## config.mk

```make
export PLATFORM = sky130hd
export DESIGN_NAME = pcle_state_reg
export DESIGN_NICKNAME = d
export VERILOG_FILES = /design/src/rtl/pcle_state_reg_pkg.sv /design/src/rtl/pcle_state_reg_next.sv /design/src/rtl/pcle_state_reg.sv
export SDC_FILE = /design/constraint.sdc
export NUM_CORES = 1
export LEC_CHECK = 0
export ABC_AREA = 1
export CAP_MARGIN = 10
export CORE_MARGIN = 4
export CORE_UTILIZATION = 46
export CTS_BUF_LIST = sky130_fd_sc_hd__clkbuf_8
export DETAILED_ROUTE_END_ITERATION = 7
export PLACE_DENSITY = 0.82
export SETUP_SLACK_MARGIN = 0.05
export SLEW_MARGIN = 25
export SYNTH_ARGS = -nofsm -noshare
export SYNTH_HDL_FRONTEND = slang
export SYNTH_SLANG_ARGS = --single-unit
```

## constraint.sdc

```tcl
create_clock -name clk -period 2.1 [get_ports clk]
set_input_delay 0.21 -clock clk [delete_from_list [all_inputs] [get_ports clk]]
set_output_delay 0.21 -clock clk [all_outputs]
set_load 0.03 [all_outputs]
```

## src/rtl/pcle_state_reg_pkg.sv

```systemverilog
// Shared definitions for the pcle_state_reg counter block.
//   - pcle_mode_e : per-cycle operating mode (HOLD / COUNT / LOAD)
//   - DEF_WIDTH   : default counter width
//   - DEF_WRAPW   : default width of the saturating wrap counter
//   - mode_sel()  : resolves ld/en/inh into a mode (load has priority)
package pcle_state_reg_pkg;

  typedef enum logic [1:0] {
    MODE_HOLD  = 2'd0,
    MODE_COUNT = 2'd1,
    MODE_LOAD  = 2'd2
  } pcle_mode_e;

  localparam int DEF_WIDTH = 8;
  localparam int DEF_WRAPW = 4;

  // Load beats everything; inhibit only blocks counting.
  function automatic pcle_mode_e mode_sel(input logic ld, input logic en,
                                          input logic inh);
    if (ld)
      return MODE_LOAD;
    else if (en && !inh)
      return MODE_COUNT;
    else
      return MODE_HOLD;
  endfunction

endpackage

```

## src/rtl/pcle_state_reg_next.sv

```systemverilog
// pcle_next: combinational next-state logic for the counter.
// Ports:
//   q      in  WIDTH  current count
//   d      in  WIDTH  parallel load data
//   ld     in  1      load request
//   en     in  1      count enable
//   inh    in  1      count inhibit
//   next_q out WIDTH  value q takes at the next edge
//   co     out 1      carry out (counting from all-ones)
//   mode   out        resolved mode for this cycle
module pcle_next
  import pcle_state_reg_pkg::*;
#(
  parameter int WIDTH = DEF_WIDTH
) (
  input  logic [WIDTH-1:0] q,
  input  logic [WIDTH-1:0] d,
  input  logic             ld,
  input  logic             en,
  input  logic             inh,
  output logic [WIDTH-1:0] next_q,
  output logic             co,
  output pcle_mode_e       mode
);

  always_comb begin
    mode   = mode_sel(ld, en, inh);
    next_q = q;
    co     = 1'b0;
    case (mode)
      MODE_LOAD:  next_q = d;
      MODE_COUNT: begin
        next_q = q + WIDTH'(1);
        // Carry only comes from counting; loading all-ones is not a wrap.
        co     = &q;
      end
      default: ;
    endcase
  end

endmodule

```

## src/rtl/pcle_state_reg.sv

```systemverilog
// pcle_state_reg: loadable up-counter with carry, terminal-count pulse,
// compare-match pulse, sticky overflow flag and saturating wrap counter.
// Ports:
//   clk   in  1      clock, rising edge
//   rst   in  1      synchronous active-high reset
//   ld    in  1      parallel load (highest priority)
//   en    in  1      count enable
//   inh   in  1      count inhibit (does not block load)
//   d     in  WIDTH  load data
//   cmp   in  WIDTH  compare value for match
//   ack   in  1      clears ovf and wraps
//   q     out WIDTH  registered count
//   co    out 1      combinational carry out
//   tc    out 1      one-cycle pulse after a wrap edge
//   match out 1      one-cycle pulse after q moves onto cmp
//   ovf   out 1      sticky overflow
//   wraps out WRAPW  saturating wrap count
module pcle_state_reg
  import pcle_state_reg_pkg::*;
#(
  parameter int WIDTH = DEF_WIDTH,
  parameter int WRAPW = DEF_WRAPW
) (
  input  logic             clk,
  input  logic             rst,
  input  logic             ld,
  input  logic             en,
  input  logic             inh,
  input  logic [WIDTH-1:0] d,
  input  logic [WIDTH-1:0] cmp,
  input  logic             ack,
  output logic [WIDTH-1:0] q,
  output logic             co,
  output logic             tc,
  output logic             match,
  output logic             ovf,
  output logic [WRAPW-1:0] wraps
);

  localparam logic [WRAPW-1:0] WRAP_MAX = '1;

  logic [WIDTH-1:0] q_q, q_d;
  logic             tc_q, tc_d;
  logic             match_q, match_d;
  logic             ovf_q, ovf_d;
  logic [WRAPW-1:0] wraps_q, wraps_d;

  logic [WIDTH-1:0] next_q;
  logic             co_raw;
  logic             wrap;
  pcle_mode_e       mode;

  pcle_next #(.WIDTH(WIDTH)) u_next (
    .q      (q_q),
    .d      (d),
    .ld     (ld),
    .en     (en),
    .inh    (inh),
    .next_q (next_q),
    .co     (co_raw),
    .mode   (mode)
  );

  // Reset suppresses the carry so a pending wrap is discarded.
  assign wrap = co_raw & ~rst;

  always_comb begin
    q_d     = next_q;
    tc_d    = wrap;
    // In COUNT the value always moves and LOAD always qualifies, so any
    // non-HOLD mode landing on cmp fires the pulse.
    match_d = (mode != MODE_HOLD) && (next_q == cmp);

    ovf_d   = ovf_q;
    if (wrap)
      ovf_d = 1'b1;
    else if (ack)
      ovf_d = 1'b0;

    wraps_d = wraps_q;
    if (ack)
      wraps_d = wrap ? WRAPW'(1) : '0;
    else if (wrap && wraps_q != WRAP_MAX)
      wraps_d = wraps_q + WRAPW'(1);
  end

  always_ff @(posedge clk) begin
    if (rst) begin
      q_q     <= '0;
      tc_q    <= 1'b0;
      match_q <= 1'b0;
      ovf_q   <= 1'b0;
      wraps_q <= '0;
    end else begin
      q_q     <= q_d;
      tc_q    <= tc_d;
      match_q <= match_d;
      ovf_q   <= ovf_d;
      wraps_q <= wraps_d;
    end
  end

  assign q     = q_q;
  assign co    = wrap;
  assign tc    = tc_q;
  assign match = match_q;
  assign ovf   = ovf_q;
  assign wraps = wraps_q;

endmodule
```

==> results of run 1 <==
## layer usage
metal  vias up  track usage (%)  wire, um
met3         5             4.64       215
met2        51             32.8      1300
met4         0             5.21        24
met1       514             25.8      1280
met5         -                0         0
li1        596                -         -
## report_power, final
group          total (mW)  leakage [nW]  switching [mW]  internal [mW]
Combinational       0.205         0.496           0.110         0.0951
Sequential          0.318         0.123          0.0211          0.297
Clock               0.239        0.0255           0.107          0.132
## final cells by class
class,count,area (um2),area share [%]
Clock buffer,3,41.3,2.77
Clock inverter,1,5.00,0.335
Inverter,25,93.8,6.29
Multi-Input combinational cell,121,643,43.1
Sequential cell,15,300,20.1
Tap cell,27,33.8,2.26
Timing Repair Buffer,38,375,25.1
## cell usage after synthesis (all sizes together)
cell / number
nand4: 4
nand3: 16
or2: 4
nand2: 52
o21bai: 3
nor3: 2
o22ai: 2
inv: 25
nand3b: 2
a31o: 1
nor2: 24
a21oi: 4
xor2: 1
clkbuf: 1
nor3b: 1
dfxtp: 15
o21ai: 3
ha: 2
## cell usage in the layout, fill, tap and decap left out, types with 3 or more instances in the layout
cell | synthesis | layout
sky130_fd_sc_hd__o21bai_1 | 3 | 3
sky130_fd_sc_hd__nand2_1 | 46 | 46
sky130_fd_sc_hd__clkbuf_8 | 0 | 3
sky130_fd_sc_hd__nor2_1 | 21 | 21
sky130_fd_sc_hd__nand2_2 | 4 | 4
sky130_fd_sc_hd__clkdlybuf4s50_1 | 0 | 36
sky130_fd_sc_hd__nand3_1 | 14 | 14
sky130_fd_sc_hd__nor2_4 | 3 | 3
sky130_fd_sc_hd__dfxtp_1 | 15 | 15
sky130_fd_sc_hd__a21oi_1 | 4 | 4
sky130_fd_sc_hd__nand4_1 | 4 | 4
sky130_fd_sc_hd__inv_1 | 23 | 23
## kinds of logic (layout without fill, tap and decap cells)
family                     count (synthesis)  in the layout  synth area share [%]
AOI/OAI and AO/OA                         13             13                  7.57
xor gates and xnor gates                   1              1                 0.841
adders and majority gates                  2              2                  2.40
buffers and inverters                     26             67                  9.37
DFF                                       15             15                  28.8
and+or+nand+nor                          105            105                  51.0
## worst max-delay path, stage by stage, from the launching register on
cell and delay [ns]:
sky130_fd_sc_hd__dfxtp_1 0.41, sky130_fd_sc_hd__ha_1 0.24, sky130_fd_sc_hd__nand2_2 0.10, sky130_fd_sc_hd__nor2_4 0.17, sky130_fd_sc_hd__nand3_4 0.10, sky130_fd_sc_hd__nor2_4 0.18, sky130_fd_sc_hd__buf_4 0.19
## flip-flops by register name, indices dropped and copies added, names as in the netlist
signal,cells
match,1
ovf,1
q,8
wraps,4
tc,1
## stage by stage
stage          instances  power (mW)  hold slack, ns  instance area [um2]  utilization (%)
3_3_place_gp         226       0.523           0.469                 1450             70.1
5_1_grt              230       0.804           0.500                 1490             72.4
3_5_place_dp         226       0.527           0.471                 1450             70.1
6_report             230       0.763           0.483                 1490             72.4
4_1_cts              230       0.766           0.486                 1490             72.4
2_1_floorplan        162       0.436           0.399                 1040                -
## path summary, 6_finish.rpt
check	startpoint	to	slack, ns	cells past startpoint
worst min-delay path	ovf	ovf	0.48	1
worst min register to register	ovf	ovf	0.48	1
worst max-delay path	q[0]	co	0.25	6
worst max register to register	q[0]	wraps[0]	0.41	10
==> results by group, run 1 <==
Status
  • Result of the run: finished, final reports clean

CTS
  • Clock network latency to the later pin of the worst-skew pair: 0.25 ns
  • Number of clock buffers inserted by TritonCTS: 3
  • Sink count of the clock tree: 15
  • Max Buffers Root-to-Sink: 2
  • CTS HTree Levels: 1
  • TritonCTS clock tree: yes
  • Worst-path clk slew: 0.07 ns
  • Number of cells upsized or downsized after cts: 0
  • Number of hold buffers added after cts: 0
  • Clock tree root driver cell: sky130_fd_sc_hd__clkbuf_8
  • Post-CTS Setup Repair Bufs: 0

Logic synthesis
  • Yosys reg bits: 15
  • Instance count of the mapped netlist: 162
  • Portion of synthesized cell area occupied by the leading cell type: 28.8%
  • Cell type contributing the most total cell area after synthesis: sky130_fd_sc_hd__dfxtp_1
  • Proportion of synthesized chip area in sequential cells: 28.8%
  • Post-Syn Area per Cell: 6.43 um2
  • Synth Cell Area: 0.00104 mm2
  • Number of library cell types mapped by synthesis: 26
  • Yosys synthesis warning count: 0
  • Net Count, Synth: 186
  • Cell types with the largest area share after synthesis: sky130_fd_sc_hd__dfxtp_1 (29%), sky130_fd_sc_hd__nand2_1 (17%), sky130_fd_sc_hd__inv_1 (8.3%)

Finish
  • Area growth syn-to-layout: 43.4%
  • Ant diodes: 0
  • # nets final: 228
  • Fraction of final layout cells with drive strength greater than 1: 11.8%
  • Fillcell total: 165

STA
  • Final Hold Vio Count: 0
  • Total Negative Setup Slacks: 0 ns
  • Setup repair after global routing missed its margin: false
  • Final Slew Violations: 0
  • Clock skew after layout: 0.00411 ns
  • Timing-limited maximum frequency: 541 MHz
  • Total of endpoints with negative setup slack in the final report: 0
  • Final setup margin: 0.251 ns
  • Transition at the pin with the smallest max-transition slack: 0.324 ns
  • Post-route fraction of the period consumed by the critical path: 88.1%
  • Tmin final: 1.85 ns
  • Headroom to the max-slew limit: 78.3%

Route
  • Post-route ant nets: 0
  • Aggregate routed wire length: 2.82 mm
  • Remaining design rule violation count: 0
  • Final routed wire length divided by cell count: 12.3 um
  • Number of optimization iterations in the first detailed-route pass: 4
  • Number of vias after detailed routing: 1166
  • Drt via density: 5.07
  • DRC violation total after the first TritonRoute iteration: 45

Setup path
  • Arr. time, crit path: 1.64 ns
  • Required time of the worst setup path: 1.89 ns
  • Worst Path Max Fanout: 5
  • Endpoint kind of the worst setup timing path: output port
  • Element type at the critical path start: flop
  • Critical path class: reg2out

Global route
  • Leftover overflow at the end of global routing: 0
  • Via count of the first global-routing pass: 1125
  • Number of antenna violations at the first check in global routing: 0
  • Overall routing resource usage: 19.9%
  • Wire length of the first global-routing pass: 5.02 mm
  • Maximum number of pins on one net before global-route repair: 12

Floorplan
  • Chip height: 55.6 um
  • Area of the die: 0.00309 mm2
  • Number of cell rows: 16
  • Placeable core region: 0.00206 mm2
  • Top-Level Pins: 38
  • Die span in x: 55.6 um
  • Effective utilization at floorplan: 50.5%

Power and ir drop
  • Max VDD drop: 369 uV
  • PD cells: 511 mW/mm2
  • Cell leakage power: 0.645 nW

Worst hold path
  • Class of the most critical hold timing path: reg2reg

Run
  • Count of maximum capacitance violations: 0

Placement
  • HPWL after detailed placement: 2.27 mm
  • Pre-CTS setup slack: 0.267 ns
  • Port bufs: 37
  • Gpl congestion: 0.903
Power figures use the tool's default switching activity.
==> inputs of run 2 (changes only) <==
--- a/config.mk
+++ b/config.mk
@@ -7,6 +7,7 @@
 export LEC_CHECK = 0
 export ABC_AREA = 1
 export CAP_MARGIN = 10
+export CORE_ASPECT_RATIO = 1.5
 export CORE_MARGIN = 4
 export CORE_UTILIZATION = 46
 export CTS_BUF_LIST = sky130_fd_sc_hd__clkbuf_8
==> run 2 against run 1 <==
Worst hold slack improved by 0.0080 ns. Setup slack improved by 0.021 ns. Via count rose by 0.26%. Highest routed layer unchanged. Largest cell class unchanged. Total power fell by 0.86%. Largest power group unchanged. Critical path type unchanged.
==> results by group, run 2 (synthesized netlist as in run 1, its figures left out) <==
CTS
  • Number of hold buffers added after cts: 0
  • Post-CTS Setup Repair Bufs: 0
  • Number of clock buffers inserted by TritonCTS: 3
  • Max Buffers Root-to-Sink: 2
  • Sink count of the clock tree: 15
  • TritonCTS clock tree: yes
  • Clock tree root driver cell: sky130_fd_sc_hd__clkbuf_8
  • CTS HTree Levels: 1
  • Worst-path clk slew: 0.06 ns
  • Number of cells upsized or downsized after cts: 0
  • Clock network latency to the later pin of the worst-skew pair: 0.25 ns

Setup path
  • Endpoint kind of the worst setup timing path: output port
  • Critical path class: reg2out
  • Worst Path Max Fanout: 5
  • Element type at the critical path start: flop
  • Required time of the worst setup path: 1.89 ns
  • Arr. time, crit path: 1.62 ns

Power and ir drop
  • Seq pwr share: 42.1%
  • Cell leakage power: 0.646 nW
  • Max VDD drop: 321 uV
  • PD cells: 509 mW/mm2
  • Switching portion of total power: 31.0%
  • Clk pwr share: 30.9%
  • Net switching power of the design: 0.234 mW
  • Total power: 0.756 mW
  • Share of total power in combinational logic: 27.0%
  • Int Pwr: 0.522 mW

Finish
  • Commonest cells after routing, fill and taps aside: sky130_fd_sc_hd__nand2_1 (46), sky130_fd_sc_hd__clkdlybuf4s50_1 (36), sky130_fd_sc_hd__inv_1 (24)
  • Area of the multi-input gates: 643 um2
  • Number of flip-flops under the largest register name: 8
  • Commonest non-fill, non-tap cell in the layout: sky130_fd_sc_hd__nand2_1
  • Area growth syn-to-layout: 42.7%
  • Sequential cell area in the final layout: 300 um2
  • Fillcell total: 179
  • Fraction of final layout cells with drive strength greater than 1: 11.3%
  • # nets final: 228
  • Ant diodes: 0

Run
  • Count of maximum capacitance violations: 0

STA
  • Setup repair after global routing missed its margin: false
  • Total Negative Setup Slacks: 0 ns
  • Worst hold slack after final layout: 0.491 ns
  • Transition at the pin with the smallest max-transition slack: 0.330 ns
  • Headroom to the max-slew limit: 77.9%
  • Tmin final: 1.83 ns
  • Timing-limited maximum frequency: 547 MHz
  • Total of endpoints with negative setup slack in the final report: 0
  • Clock skew after layout: 0.00113 ns
  • Post-route fraction of the period consumed by the critical path: 87.0%
  • Final Slew Violations: 0
  • Final Hold Vio Count: 0

Floorplan
  • Die span in x: 46.8 um
  • Chip height: 66.3 um
  • Number of cell rows: 20
  • Area of the die: 0.00310 mm2
  • Effective utilization at floorplan: 49.5%
  • Placeable core region: 0.00210 mm2
  • Top-Level Pins: 38

Route
  • Final routed wire length divided by cell count: 12.6 um
  • Remaining design rule violation count: 0
  • Aggregate routed wire length: 2.82 mm
  • Drt via density: 5.20
  • Number of vias after detailed routing: 1169
  • Number of optimization iterations in the first detailed-route pass: 5
  • DRC violation total after the first TritonRoute iteration: 30
  • Post-route ant nets: 0

Global route
  • Overall routing resource usage: 19.6%
  • Busiest metal layer after global routing: met2
  • Met2 Resource Use GR: 39.1%
  • Leftover overflow at the end of global routing: 0
  • Met3 usage: 1.63%
  • Global-route met1 utilization: 19.9%
  • Wire length of the first global-routing pass: 4.60 mm
  • Number of antenna violations at the first check in global routing: 0
  • Via count of the first global-routing pass: 1149
  • Maximum number of pins on one net before global-route repair: 12

Placement
  • HPWL after detailed placement: 2.34 mm
  • Gpl congestion: 0.797
  • Port bufs: 37

Status
  • Result of the run: finished, final reports clean

Worst hold path
  • Class of the most critical hold timing path: reg2reg
[run 2: cell count changes in the layout (fill, tap and decap cells not counted)]
cell	before	now
sky130_fd_sc_hd__clkinv_2	1	0
sky130_fd_sc_hd__inv_1	23	24
[run 2: cell type report]
cell class / count / area share (%)
clock buffers: 3 / 2.78
multi-input cells: 121 / 43.3
inverters: 25 / 6.32
repair buffers: 38 / 25.3
flip-flops and latches: 15 / 20.2
well taps: 22 / 1.85
clock inverters: 1 / 0.253
[run 2: worst max-delay path, stage by stage, from the launching register on]
cell	delay [ns]
sky130_fd_sc_hd__dfxtp_1	0.40
sky130_fd_sc_hd__ha_1	0.24
sky130_fd_sc_hd__nand2_2	0.09
sky130_fd_sc_hd__nor2_4	0.17
sky130_fd_sc_hd__nand3_4	0.10
sky130_fd_sc_hd__nor2_4	0.18
sky130_fd_sc_hd__buf_4	0.19
[run 2: power groups by stage]
stage | registers [mW] | clock network [mW] | logic (mW)
CTS | 0.318 | 0.238 | 0.204
finish | 0.318 | 0.234 | 0.204
floorplan | 0.344 | 0 | 0.0914
global placement | 0.324 | 0 | 0.198
detailed placement | 0.324 | 0 | 0.202
global route | 0.320 | 0.247 | 0.224
[run 2: routing by layer]
layer / up-vias / wire length, um
li1: 596 / -
met4: 0 / 19
met2: 29 / 1610
met1: 540 / 1070
met3: 4 / 127
met5: - / 0
[run 2: final timing paths]
path,from,to,slack [ns],cells after the start
setup reg to reg,q[1],wraps[0],0.42,10
hold / removal,ovf,ovf,0.49,1
hold reg to reg,ovf,ovf,0.49,1
setup / recovery,q[1],co,0.27,6
[run 2: per-stage QoR]
stage               setup slack, ns  util (%)  cells  instance area [um2]
floorplan                     0.180         -    162                 1040
global placement              0.306      68.5    221                 1440
detailed placement            0.269      68.5    221                 1440
CTS                           0.259      70.7    225                 1490
global route                  0.166      70.7    225                 1490
finish                        0.272      70.7    225                 1490
